--- config.mk ---
export PLATFORM = sky130hd
export DESIGN_NAME = vga_timing_ctrl
export DESIGN_NICKNAME = d
export VERILOG_FILES = /design/src/rtl/vga_pkg.sv /design/src/rtl/pix_delay_line.sv /design/src/rtl/vga_timing_ctrl.sv
export SDC_FILE = /design/constraint.sdc
export NUM_CORES = 1
export LEC_CHECK = 0
export ABC_AREA = 1
export CORE_UTILIZATION = 55
export CTS_BUF_LIST = sky130_fd_sc_hd__clkbuf_16
export DETAILED_ROUTE_END_ITERATION = 7
export GPL_TIMING_DRIVEN = 0
export PLACE_DENSITY = 0.81
export SYNTH_ARGS = -nofsm -noshare
export SYNTH_HDL_FRONTEND = slang
export SYNTH_HIERARCHICAL = 1
export SYNTH_SLANG_ARGS = --single-unit
--- constraint.sdc ---
create_clock -name clk -period 3.6 [get_ports clk]
set_input_delay 0.36 -clock clk [delete_from_list [all_inputs] [get_ports clk]]
set_output_delay 0.36 -clock clk [all_outputs]
set_load 0.005 [all_outputs]
--- src/rtl/vga_pkg.sv ---
// Shared VGA raster constants, total-size helpers and the sync/blank payload
// carried by the pixel delay line.
package vga_pkg;

  localparam int unsigned CNT_W     = 10;
  localparam int unsigned DIV_W     = 4;
  localparam int unsigned MAX_TOTAL = 1024;

  localparam int unsigned DEF_CLK_DIV  = 2;
  localparam int unsigned DEF_H_ACTIVE = 640;
  localparam int unsigned DEF_H_FP     = 16;
  localparam int unsigned DEF_H_SYNC   = 96;
  localparam int unsigned DEF_H_BP     = 48;
  localparam int unsigned DEF_V_ACTIVE = 480;
  localparam int unsigned DEF_V_FP     = 10;
  localparam int unsigned DEF_V_SYNC   = 2;
  localparam int unsigned DEF_V_BP     = 33;
  localparam int unsigned DEF_PIPE_DLY = 1;

  typedef struct packed {
    logic act;
    logic hs;
    logic vs;
  } vid_ctl_t;

  function automatic int unsigned h_total(input int unsigned act, input int unsigned fp,
                                          input int unsigned sync, input int unsigned bp);
    return act + fp + sync + bp;
  endfunction

  function automatic int unsigned v_total(input int unsigned act, input int unsigned fp,
                                          input int unsigned sync, input int unsigned bp);
    return act + fp + sync + bp;
  endfunction

endpackage

--- src/rtl/pix_delay_line.sv ---
// Shift register that advances only on pixel steps; DEPTH=0 is a plain wire.
module pix_delay_line #(
  parameter int unsigned DEPTH = 1,
  parameter int unsigned WIDTH = 3
) (
  input  logic             clk,
  input  logic             reset,
  input  logic             adv,
  input  logic [WIDTH-1:0] din,
  output logic [WIDTH-1:0] dout
);

  if (DEPTH == 0) begin : g_bypass
    logic unused_ok;
    assign unused_ok = ^{clk, reset, adv};
    assign dout = din;
  end else begin : g_pipe
    logic [DEPTH-1:0][WIDTH-1:0] stage_q;
    logic [DEPTH-1:0][WIDTH-1:0] stage_d;

    always_comb begin
      stage_d = stage_q;
      if (adv) begin
        stage_d[0] = din;
        for (int unsigned i = 1; i < DEPTH; i++) begin
          stage_d[i] = stage_q[i-1];
        end
      end
    end

    always_ff @(posedge clk) begin
      if (reset) begin
        stage_q <= '0;
      end else begin
        stage_q <= stage_d;
      end
    end

    assign dout = stage_q[DEPTH-1];
  end

endmodule

--- src/rtl/vga_timing_ctrl.sv ---
// VGA raster sequencer: pixel strobe, x/y scan counters and sync/blank decode,
// with sync/blank delayed to match downstream pixel latency.
module vga_timing_ctrl
  import vga_pkg::*;
#(
  parameter int unsigned CLK_DIV  = DEF_CLK_DIV,
  parameter int unsigned H_ACTIVE = DEF_H_ACTIVE,
  parameter int unsigned H_FP     = DEF_H_FP,
  parameter int unsigned H_SYNC   = DEF_H_SYNC,
  parameter int unsigned H_BP     = DEF_H_BP,
  parameter int unsigned V_ACTIVE = DEF_V_ACTIVE,
  parameter int unsigned V_FP     = DEF_V_FP,
  parameter int unsigned V_SYNC   = DEF_V_SYNC,
  parameter int unsigned V_BP     = DEF_V_BP,
  parameter bit          SYNC_POL = 1'b0,
  parameter int unsigned PIPE_DLY = DEF_PIPE_DLY
) (
  input  logic             clk,
  input  logic             reset,
  input  logic             en,
  output logic             pix_en,
  output logic [CNT_W-1:0] x,
  output logic [CNT_W-1:0] y,
  output logic             hsync,
  output logic             vsync,
  output logic             blank_n,
  output logic             line_start,
  output logic             frame_start
);

  localparam int unsigned H_TOTAL  = h_total(H_ACTIVE, H_FP, H_SYNC, H_BP);
  localparam int unsigned V_TOTAL  = v_total(V_ACTIVE, V_FP, V_SYNC, V_BP);
  localparam int unsigned HS_START = H_ACTIVE + H_FP;
  localparam int unsigned HS_END   = HS_START + H_SYNC;
  localparam int unsigned VS_START = V_ACTIVE + V_FP;
  localparam int unsigned VS_END   = VS_START + V_SYNC;
  localparam int unsigned CMP_W    = CNT_W + 1;

  if (H_TOTAL > MAX_TOTAL || V_TOTAL > MAX_TOTAL) begin : g_bad_total
    $error("vga_timing_ctrl: H_TOTAL/V_TOTAL exceed the 10-bit counter range");
  end
  if (CLK_DIV < 1 || CLK_DIV > 16 || PIPE_DLY > 7) begin : g_bad_param
    $error("vga_timing_ctrl: CLK_DIV or PIPE_DLY out of range");
  end

  logic [DIV_W-1:0] div_q, div_d;
  logic [CNT_W-1:0] hcnt_q, hcnt_d;
  logic [CNT_W-1:0] vcnt_q, vcnt_d;
  logic [CMP_W-1:0] hpos, vpos;
  vid_ctl_t         ctl_now, ctl_dly;

  assign pix_en = en && (div_q == DIV_W'(CLK_DIV - 1));

  // Divider free-runs under en; counters step once per pixel strobe.
  always_comb begin
    div_d  = div_q;
    hcnt_d = hcnt_q;
    vcnt_d = vcnt_q;
    if (en) begin
      div_d = (div_q == DIV_W'(CLK_DIV - 1)) ? '0 : div_q + DIV_W'(1);
    end
    if (pix_en) begin
      if (hcnt_q == CNT_W'(H_TOTAL - 1)) begin
        hcnt_d = '0;
        vcnt_d = (vcnt_q == CNT_W'(V_TOTAL - 1)) ? '0 : vcnt_q + CNT_W'(1);
      end else begin
        hcnt_d = hcnt_q + CNT_W'(1);
      end
    end
  end

  always_ff @(posedge clk) begin
    if (reset) begin
      div_q  <= '0;
      hcnt_q <= '0;
      vcnt_q <= '0;
    end else begin
      div_q  <= div_d;
      hcnt_q <= hcnt_d;
      vcnt_q <= vcnt_d;
    end
  end

  // Compare one bit wider so sync windows ending at the total stay exact.
  assign hpos = {1'b0, hcnt_q};
  assign vpos = {1'b0, vcnt_q};

  always_comb begin
    ctl_now     = '0;
    ctl_now.act = (hpos < CMP_W'(H_ACTIVE)) && (vpos < CMP_W'(V_ACTIVE));
    ctl_now.hs  = (hpos >= CMP_W'(HS_START)) && (hpos < CMP_W'(HS_END));
    ctl_now.vs  = (vpos >= CMP_W'(VS_START)) && (vpos < CMP_W'(VS_END));
  end

  pix_delay_line #(
    .DEPTH (PIPE_DLY),
    .WIDTH ($bits(vid_ctl_t))
  ) u_dly (
    .clk   (clk),
    .reset (reset),
    .adv   (pix_en),
    .din   (ctl_now),
    .dout  (ctl_dly)
  );

  assign x           = hcnt_q;
  assign y           = vcnt_q;
  assign blank_n     = ctl_dly.act;
  assign hsync       = ctl_dly.hs ? SYNC_POL : ~SYNC_POL;
  assign vsync       = ctl_dly.vs ? SYNC_POL : ~SYNC_POL;
  assign line_start  = pix_en && (hcnt_q == '0);
  assign frame_start = pix_en && (hcnt_q == '0) && (vcnt_q == '0);

endmodule

# After elaboration in Yosys (flattened, before gate mapping)
# Cells that the tools add are included.
[op_classes] n_eq_ne=3 addsub=3 order_cmp=6 mux=5 n_reduce_logical=9
[ops] cell="$add 10x1->10 const B" count=2
[ops] cell="$eq 10x10->1 const B" count=2
[ops] cell="$logic_not 10->1" count=2
[ops] cell="$lt 10x10->1 const B" count=2
[ops] cell="$lt 10x9->1 const B" count=2
[ops] cell="$mux 10" count=2
[ops] cell="$ge 10x10->1 const B" count=1
[ops] cell="$ge 10x9->1 const B" count=1
[ops] cell="$logic_and 1x1->1" count=6
[ops] cell="$add 4x1->4 const B" count=1
[ops] cell="$eq 4x1->1 const B" count=1
[ops] cell="$mux 4" count=1
[ops] cell="$mux 1" count=2
[ops] cell="$reduce_and 2->1" count=1
[totals] elab_cells=30 regBits=27

# Longest topological paths before layout
[logic_depth] word_depth=4 depth_mapped=9 depth_no_buf=9

# Cells and area by module
# Netlist, hierarchy kept.
[by_module_without_submodules] mod="vga_timing_ctrl" seq_area_each_um2=480.5 n_inst=1 cells_each=238 area_per_inst_um2=1542.7
[by_module_without_submodules] mod="pix_delay_line" seq_area_each_um2=60.1 n_inst=1 cells_each=19 area_per_inst_um2=120.1

# Least setup slack after synthesis
# OpenSTA, ideal clock, no wires.
[synth_path] path_kind="input to output" startpoint="in en" endpoint="out frame_start" t_arrival_ns=1.007 n_path_buf=0 t_required_ns=3.240 cell_stages=6 slack_ns=2.233 cell_sequence="nand2_2 -> nor2_4 -> nand2_4 -> inv_4 -> nand3_1 -> nor2_1"
[synth_via] elab_chain_cells=3
[synth_rtl] element="from (decl)" line="vga_timing_ctrl.sv:20" text="input logic en,"
[synth_rtl] element="$logic_and 1x1->1" line="vga_timing_ctrl.sv:52" text="assign pix_en = en && (div_q == DIV_W'(CLK_DIV - 1));"
[synth_rtl] element="named net pix_en" line="vga_timing_ctrl.sv:21" text="output logic pix_en,"
[synth_rtl] element="$logic_and 1x1->1 (2 in series)" line="vga_timing_ctrl.sv:112" text="assign frame_start = pix_en && (hcnt_q == '0) && (vcnt_q == '0);"
[synth_rtl] element="to (decl)" line="vga_timing_ctrl.sv:28" text="output logic frame_start"
# The timed path passes the listed nets, and every way through them passes these cells.

# Worst setup path in the final report
[layout_path] startpoint="in en" endpoint="out frame_start"
[layout_via] elab_chain_cells=3
[layout_rtl] element="$logic_and 1x1->1" line="vga_timing_ctrl.sv:52"
[layout_rtl] element="$logic_and 1x1->1 (2 in series)" line="vga_timing_ctrl.sv:112"
# No other way between the ends.

==> summary.md <==
| Metric | Value |
|---|---|
| Hold path depth | `2` |
| Startpoint types | `input port` |
| WHS | `about 0.47 ns` |
| Failing checks | `design-rule violations` |
| Layout Area Growth over Synthesis | `23.9%` |
| Asr flop ratio synth | `0` |
| Num Clock Sinks | `27` |
| Placed Cells | `316` |
| EDFF count, synth | `0` |
| Yosys reg bits | `27` |
| Final Hold Vio Count | `0` |
| First DRT Iteration DRCs | `roughly 160` |
| Vias after detailed routing | `between 1500 and 2000` |
| Setup violators final | `0` |
| Syn avg cell area | `~6.5 µm²` |
| Die ar. | `between 0.003 and 0.004 mm²` |
| Max-cap viol count | `0` |
| Vias per cell | `5.18` |
| Top fanout value on the critical path | `12` |
| Total Routed Length | `approximately 3800 µm` |
| RSZ-0062 raised after global routing | `no` |
| Core ar. | `between 0.002 and 0.003 mm²` |
| VDD IR max | `approximately 240 µV` |
| Worst EP required | `between 3 and 4 ns` |
| DRC violations left | `2` |
| Pin count of the biggest net entering global routing | `15` |
| Yosys warns | `6` |
| Achievable Freq | `approximately 400 MHz` |
| Clk_skew | `roughly 0.0018 ns` |
| Drt wl/cell | `approximately 12 µm` |
| Synth Flop Type | `dfxtp_1` |
| Setup TNS | `0 ns` |
| Global Route Usage Sum | `0.256` |
| Postcts setup bufs | `0` |
| Fin nets | `around 300` |
| Status | `complete, but fails checks` |
| Antenna Cells | `0` |
| Chip Height | `approximately 57 µm` |
| Slew @ Worst Pin | `about 0.48 ns` |
| Slew margin rel. | `0.682` |
| Worst EP arrival | `2.15 ns` |
| Non-Filler Instances | `320` |
| Hold Path Class | `reg2reg` |
| Synthesized net count | `about 260` |
| GR Overflow Total | `0` |
| Netlist cell types | `26` |
| Rows | `19` |
| Mapped Area | `approximately 0.0017 mm²` |
| DRT antenna net count | `0` |
| Clock slew at reported path FFs | `approximately 0.07 ns` |
| Critical path class | `in2out` |
| Leakage | `0.000857 µW` |
| Clock Path Buffers | `2` |
| Initial Utilization | `0.593` |
| Die extent in x | `~57 µm` |
| Post-DP HPWL | `~2800 µm` |
| Post-synthesis cell count | `around 260` |
| Initial antenna violation count | `0` |
| Number of port buffers | `28` |
| CTS Buf Count | `3` |
| Period utilization | `0.697` |
| Pwr Density | `a little under 300 mW/mm²` |
| Root Buffer | `clkbuf_16` |
| Skew-Pair Late Insertion Delay | `between 0.2 and 0.3 ns` |
| Vias in the first global route | `about 1400` |
| # IOs | `29` |
| R2R cell count | `8` |
| H-tree Lvls | `1` |
| Pins over their slew limit | `0` |
| Post-cts resize count | `0` |
| CTS tree | `built` |
| Layout cell share with drive strength beyond 1 | `0.104` |
| Sequential share of the synthesized area | `0.325` |
| Min cycle time layout | `approximately 2.5 ns` |
| First-pass GRT wire length | `6490 µm` |
| Routability cong. | `0.906` |
| CP endpoint kind | `output pin` |
| CTS hold repair buffers | `0` |
| DRT Pass-1 Iters | `6` |
final timing paths:
check / slack [ns] / end / start
max: 1.09 / frame_start / en
min reg2reg: 0.47 / u_dly/dout[1] / u_dly/dout[1]
max reg2reg: 2.13 / x[7] / x[0]
min: 0.47 / u_dly/dout[1] / u_dly/dout[1]
cells in the mapped netlist, types with 5 or more instances:
library cell,count,area share
a21oi_1,14,0.042
dfxtp_1,27,0.33
inv_1,38,0.086
nand2_1,68,0.15
nand2_2,5,0.019
nand3_1,12,0.036
nand4_1,7,0.026
nor2_1,39,0.088
nor2_4,7,0.047
o21ai_0,5,0.015
power by group:
part | total, µW | switching [µW] | leakage (µW) | internal [µW]
Combinational | 45.1 | 24.7 | 0.000597 | 20.4
Clock | 254 | 105 | 0.0000423 | 149
Sequential | 307 | 3.63 | 0.000218 | 303
Total | 606 | 133 | 0.000857 | 472
logic make-up (layout without fill, tap and decap cells):
family | Yosys count | count (layout) | synth area share
AO/OA/AOI/OAI | 25 | 25 | 0.0805
XOR/XNOR | 2 | 2 | 0.0105
adder cells (fa/ha/maj) | 4 | 4 | 0.0301
buffers and inverters | 43 | 75 | 0.0993
flip-flops | 27 | 27 | 0.325
AND/OR/NAND/NOR | 156 | 156 | 0.454
flip-flops by register name, summed over array words and instances (netlist names):
name / count
y: 10
div_q: 4
x: 10
u_dly/dout: 3
worst max-delay path, cell delays in order:
cell	delay (ns)
clkdlybuf4s50_1	0.49
nand2_2	0.08
nor2_4	0.16
nand2_4	0.15
inv_4	0.17
nand3_1	0.13
nor2_1	0.11
clkdlybuf4s50_1	0.50
through the flow:
step	total power [µW]	util	instance area (µm²)	setup slack [ns]
2_1_floorplan	338	-	1660	2.23
3_3_place_gp	358	0.707	1980	1.10
3_5_place_dp	359	0.707	1980	1.09
4_1_cts	608	0.735	2060	1.08
5_1_grt	630	0.735	2060	0.971
6_report	606	0.735	2060	1.09
cell usage in the layout, fill, tap and decap left out, drive strengths merged:
cell type,n
nand3,16
buf,1
o2111a,1
nor3b,1
dfxtp,27
inv,42
nor2,50
o21ai,9
ha,4
clkdlybuf4s50,28
nand4,8
nor3,4
nand2,75
a211oi,1
a21oi,14
nor4,2
clkbuf,4
xnor2,2
layout make-up:
type,count,area [µm²]
well taps,31,38.8
fillers,255,744
clock buffers,3,75.1
multi-input cells,187,957
flip-flops and latches,27,541
plain buffers,2,8.76
clock inverters,1,3.75
repair buffers,28,280
inverters,41,156
metal layers:
layer	up-vias	global-route usage	wire, µm
li1	874	-	-
met1	738	0.360	1860
met2	39	0.413	1700
met3	5	0.0340	198
met4	0	0.0732	46
met5	-	0	0
Power figures use the tool's default switching activity.
